$ cat src/rtl/bus_pkg.sv
// Shared types and defaults for the peripheral-bus initiator and the memory stage that feeds it.
// Keeps the state encoding and request layout in one place.
package bus_pkg;

    localparam int BUS_ADDR_W = 32;
    localparam int BUS_DATA_W = 32;

    typedef enum logic [1:0] {
        IDLE,
        ACCESS,
        WAIT,
        RESP
    } bus_mst_state_t;

    // Request as produced by the memory stage.
    typedef struct packed {
        logic                  write;
        logic [BUS_ADDR_W-1:0] addr;
        logic [BUS_DATA_W-1:0] wdata;
    } bus_req_t;

    function automatic logic is_word_aligned(input logic [1:0] lsb);
        return lsb == 2'b00;
    endfunction

endpackage

$ cat src/rtl/bus_timeout_ctr.sv
// Wait-state counter for one bus access: cleared before the access, counts HREADY-low cycles,
// flags the last permitted cycle and saturates instead of wrapping.
module bus_timeout_ctr #(
    parameter int TIMEOUT = 16
) (
    input  logic clock,
    input  logic Rst,
    input  logic clear,
    input  logic enable,
    output logic expired
);

    localparam int                CNT_W = $clog2(TIMEOUT + 1);
    localparam logic [CNT_W-1:0]  LAST  = CNT_W'(TIMEOUT - 1);
    localparam logic [CNT_W-1:0]  SAT   = CNT_W'(TIMEOUT);

    logic [CNT_W-1:0] count;

    // NOTE: sequential state uses non-blocking assignments so every register samples pre-edge values.
    always_ff @(posedge clock or posedge Rst) begin
        if (Rst) begin
            count <= '0;
        end else if (clear) begin
            count <= '0;
        end else if (enable && count != SAT) begin
            count <= count + CNT_W'(1);
        end
    end

    // High while the current WAIT cycle is the last one allowed without HREADY.
    assign expired = (count == LAST);

endmodule

$ cat src/rtl/ahb_bus_master.sv
// Single-outstanding initiator: turns one valid/ready load/store into one bus access,
// with HREADY wait states, a timeout and misalignment errors reported as a one-cycle response.
module ahb_bus_master
    import bus_pkg::*;
#(
    parameter int ADDR_W  = BUS_ADDR_W,
    parameter int DATA_W  = BUS_DATA_W,
    parameter int TIMEOUT = 16
) (
    input  logic              clock,
    input  logic              Rst,
    input  logic              req_valid,
    output logic              req_ready,
    input  logic              req_write,
    input  logic [ADDR_W-1:0] req_addr,
    input  logic [DATA_W-1:0] req_wdata,
    output logic              resp_valid,
    output logic [DATA_W-1:0] resp_rdata,
    output logic              resp_err,
    output logic              HSEL,
    output logic [ADDR_W-1:0] HADDR,
    output logic              HWRITE,
    output logic [DATA_W-1:0] HWDATA,
    input  logic [DATA_W-1:0] HRDATA,
    input  logic              HREADY
);

    bus_mst_state_t state;
    logic           tmo_clear;
    logic           tmo_enable;
    logic           tmo_expired;

    assign tmo_clear  = (state == ACCESS);
    assign tmo_enable = (state == WAIT) && !HREADY;

    bus_timeout_ctr #(
        .TIMEOUT(TIMEOUT)
    ) u_timeout (
        .clock  (clock),
        .Rst    (Rst),
        .clear  (tmo_clear),
        .enable (tmo_enable),
        .expired(tmo_expired)
    );

    assign req_ready = (state == IDLE);

    always_ff @(posedge clock or posedge Rst) begin
        if (Rst) begin
            state      <= IDLE;
            HSEL       <= 1'b0;
            HADDR      <= '0;
            HWRITE     <= 1'b0;
            HWDATA     <= '0;
            resp_valid <= 1'b0;
            resp_err   <= 1'b0;
            resp_rdata <= '0;
        end else begin
            // NOTE: pulse outputs default low each cycle; only the entering transition raises them.
            HSEL       <= 1'b0;
            resp_valid <= 1'b0;
            resp_err   <= 1'b0;
            resp_rdata <= '0;

            case (state)
                IDLE: begin
                    if (req_valid) begin
                        if (!is_word_aligned(req_addr[1:0])) begin
                            state      <= RESP;
                            resp_valid <= 1'b1;
                            resp_err   <= 1'b1;
                        end else begin
                            state  <= ACCESS;
                            HSEL   <= 1'b1;
                            HADDR  <= req_addr;
                            HWRITE <= req_write;
                            HWDATA <= req_wdata;
                        end
                    end
                end

                ACCESS: begin
                    state <= WAIT;
                end

                WAIT: begin
                    // A slave finishing on the last allowed cycle still wins over the timeout.
                    if (HREADY) begin
                        state      <= RESP;
                        resp_valid <= 1'b1;
                        resp_rdata <= HWRITE ? '0 : HRDATA;
                    end else if (tmo_expired) begin
                        state      <= RESP;
                        resp_valid <= 1'b1;
                        resp_err   <= 1'b1;
                    end
                end

                RESP: begin
                    state <= IDLE;
                end

                default: begin
                    state <= IDLE;
                end
            endcase
        end
    end

endmodule
$ cat config.mk
export PLATFORM = sky130hd
export DESIGN_NAME = ahb_bus_master
export DESIGN_NICKNAME = d
export VERILOG_FILES = /design/src/rtl/bus_pkg.sv /design/src/rtl/bus_timeout_ctr.sv /design/src/rtl/ahb_bus_master.sv
export SDC_FILE = /design/constraint.sdc
export NUM_CORES = 1
export LEC_CHECK = 0
export BUFFER_PORTS_ARGS = -buffer_cell sky130_fd_sc_hd__buf_2
export CAP_MARGIN = 5
export CORE_AREA = 2 2 94 96
export DETAILED_ROUTE_END_ITERATION = 7
export DIE_AREA = 0 0 96 98
export PLACE_DENSITY_LB_ADDON = 0.05
export SETUP_SLACK_MARGIN = 0.3
export SYNTH_ARGS = -nofsm -noshare
export SYNTH_HDL_FRONTEND = slang
export SYNTH_SLANG_ARGS = --single-unit
$ cat constraint.sdc
create_clock -name clock -period 5.91 [get_ports clock]
set_input_delay 0.591 -clock clock [delete_from_list [all_inputs] [get_ports clock]]
set_output_delay 0.591 -clock clock [all_outputs]
set_load 0.01 [all_outputs]
==> flow_summary.toml <==
[timing]
tightest_slew_ns = 0.9906
setup_viol = 0
period_share_pct = 47.42
slew_violations = 0
holdWs_ns = 0.1695
period_needed_ns = 2.802
setup_tns_ns = 0
max_freq_mhz = 356.8
fin_skew_ns = 0.007712
finalHoldViolations = 0
rsz0062_at_grt = "no"
slew_headroom_pct = 33.96

[clock_network]
holdBufCountCts = 0
insertion_delay_ns = 0.37
clkTransAtPathRegs_ns = 0.11
cts_setup_buffers = 0
cts_buffers = 9
cts_root_buffer = "clkbuf_8"
cts_resized = 0
cts.path.max_buffers = 2
cts_sinks = 107
cts_tree = "done"
htree_levels = 3

[layout]
multi_input_area_sq_um = 1212
seqCellArea_sq_um = 2678
antenna_cells = 0
drive_gt1_share_pct = 53.21
synthToLayoutAreaGrowth_pct = 31.57
n_fill_cell = 719
instances_no_fill = 576
final_nets = 571
postLayoutCoreUtil_pct = 62.34

[hold_path]
hp-class = "in -> async"

[global_route]
antenna_found_initial = 0
grt_pass1_wl_um = 13010
grt_max_degree = 82
gr-usage-all-layers_pct = 18.09
grt_overflow = 0
grt_pass1_vias = 2774

[worst_setup_path]
cp_max_fo = 47
cp.depth = 6
cp.arrival_ns = 3.06
start_kind = "flop"
critPathMaxStageDelay_ns = 0.72
worst_r2r_path_depth = 6
end_kind = "flop"
crit_path_top_delay_cell = "nor3_4"
r2r_slack_ns = 3.11
cp_top_family = "simple AND/OR/NAND/NOR gates"
r2r_start = "state[0]"
critPathRequiredTime_ns = 6.16
r2r_end = "HWDATA[4]"
worstSetupPathType = "reg -> reg"
cp_num_buf_inv = 2
cp_cell_sequence = "inv_1, ha_1, nand2_1, nor3_4, buf_4, mux2_2"

[synthesis]
synth_area_per_cell_sq_um = 15.43
yosysTopAreaCell = "dfrtp_1"
synthCells = 260
synth-main-ff-cell = "dfrtp_1"
synth.net_count = 367
yosysSeqAreaShare_pct = 66.75
yosys-top-cells-count = "107 x dfrtp_1, 37 x mux2_1, 32 x and2_1, 29 x mux2_2, 8 x inv_1"
synth_cell_type_count = 27
synth-edff-count = 0
netlist_area_sq_um = 4011
ys_top_cells_by_area = "dfrtp_1 67%, mux2_1 10%, mux2_2 8.1%"
yosysMostFrequentCell = "dfrtp_1"
synthDominantCellAreaShare_pct = 66.75
async_flop_share_pct = 100.0
yosys_warnings = 0
ys_ff_latch = 107

[floorplanning]
core_sq_um = 8466
die_height_um = 98
pin_count = 202
rows = 34
start_util_pct = 47.38
die_x_um = 96
die_area_sq_um = 9408

[drt]
wirelength_um = 8215
wirelength_met1_um = 3299
met2_length_um = 3903
highest_layer = "met4"
drc = 0
antenna_left = 0
vias_per_cell = 4.717
wl_met3_um = 763
drt_first_pass_iters = 4
wl_per_cell_um = 14.26
drtIter0Drc = 34
vias = 2717

[power_and_ir_drop]
p_seq_share_pct = 47.2
swShare_pct = 32.52
p_clk_share_pct = 19.1
p_leak_uw = 0.002889
power_switching_uw = 770.0
ir_drop_uv = 152.4
pwr-share-comb_pct = 33.7
power.internal_uw = 1598
p_per_area_nw_per_um2 = 448.6

[placement]
portBuffers = 201
dp_hpwl_um = 6188
post-place-cells = 561
gp_congestion = 0.7764

[run_status]
status = "finished, final reports clean"

[run]
drv_cap = 0
-- power by group through the flow --
stage | combinational, uW | sequential (uW) | clock (uW)
detailed placement | 817 | 1140 | 0
floorplan | 322 | 1260 | 0
CTS | 817 | 1120 | 469
global placement | 795 | 1130 | 0
finish | 798 | 1120 | 453
global route | 880 | 1160 | 496
-- flip-flops by register name, indices dropped and copies added (netlist names) --
name             cells
HWDATA              32
HSEL                 1
state                2
resp_rdata          32
HWRITE               1
resp_err             1
HADDR               32
u_timeout.count      5
resp_valid           1
-- through the flow --
stage	cell area (sq um)	total power, uW	setup WS [ns]
2_1_floorplan	4011	1580	2.502
3_3_place_gp	5079	1921	3.162
3_5_place_dp	5079	1952	3.055
4_1_cts	5278	2406	3.063
5_1_grt	5278	2534	2.877
6_report	5278	2368	3.108
-- layout make-up --
type / count / share of cell area (%)
Clock inverter: 6 / 1.422
Timing Repair Buffer: 203 / 19.35
Sequential cell: 107 / 50.73
Tap cell: 108 / 2.560
Clock buffer: 9 / 2.347
Multi-Input combinational cell: 135 / 22.97
Inverter: 8 / 0.6164
-- cells in the final DEF (no fill, tap or decap) --
cell type,n
a221oi_1,1
o22a_1,1
mux2_1,37
ha_1,6
buf_4,2
and2_1,32
bufinv_16,1
mux2_2,29
and3b_1,1
clkinv_4,2
clkinvlp_4,1
nor3_4,1
a32o_1,1
nor2_1,6
nand2_1,5
nand2b_1,1
dfrtp_1,107
mux2i_1,1
clkbuf_8,9
o21ai_0,3
nand4_1,1
nor3b_1,1
inv_4,1
and3_1,1
inv_8,1
a21oi_1,1
inv_6,1
nor4bb_1,1
buf_2,201
nor2b_1,4
inv_1,7
a2bb2oi_1,1
-- logic make-up (layout without fill, tap and decap cells) --
group | Yosys count | after routing | synth area share (%)
flops | 107 | 107 | 66.75
mux | 67 | 67 | 18.78
simple gates | 54 | 54 | 8.017
buf+inv | 18 | 226 | 3.181
compound gates | 8 | 8 | 1.404
fa+ha+maj | 6 | 6 | 1.871
-- how the worst max path moves through the flow --
stage	start	endpoint	slack (ns)
final	state[0]	HWDATA[4]	3.11
after global routing	state[0]	HWDATA[19]	2.88
after CTS	state[0]	HWDATA[4]	3.06
after detailed placement	state[0]	HWDATA[8]	3.06
after global placement	state[0]	HADDR[30]	3.16
after floorplan	Rst	HADDR[0]	2.50
-- layer usage --
metal	global-route usage, %	vias to the layer above
li1	-	1280
met1	21.90	1285
met2	29.06	132
met3	5.401	20
met4	9.121	0
met5	0	-
(Power assumes the default switching activity.)
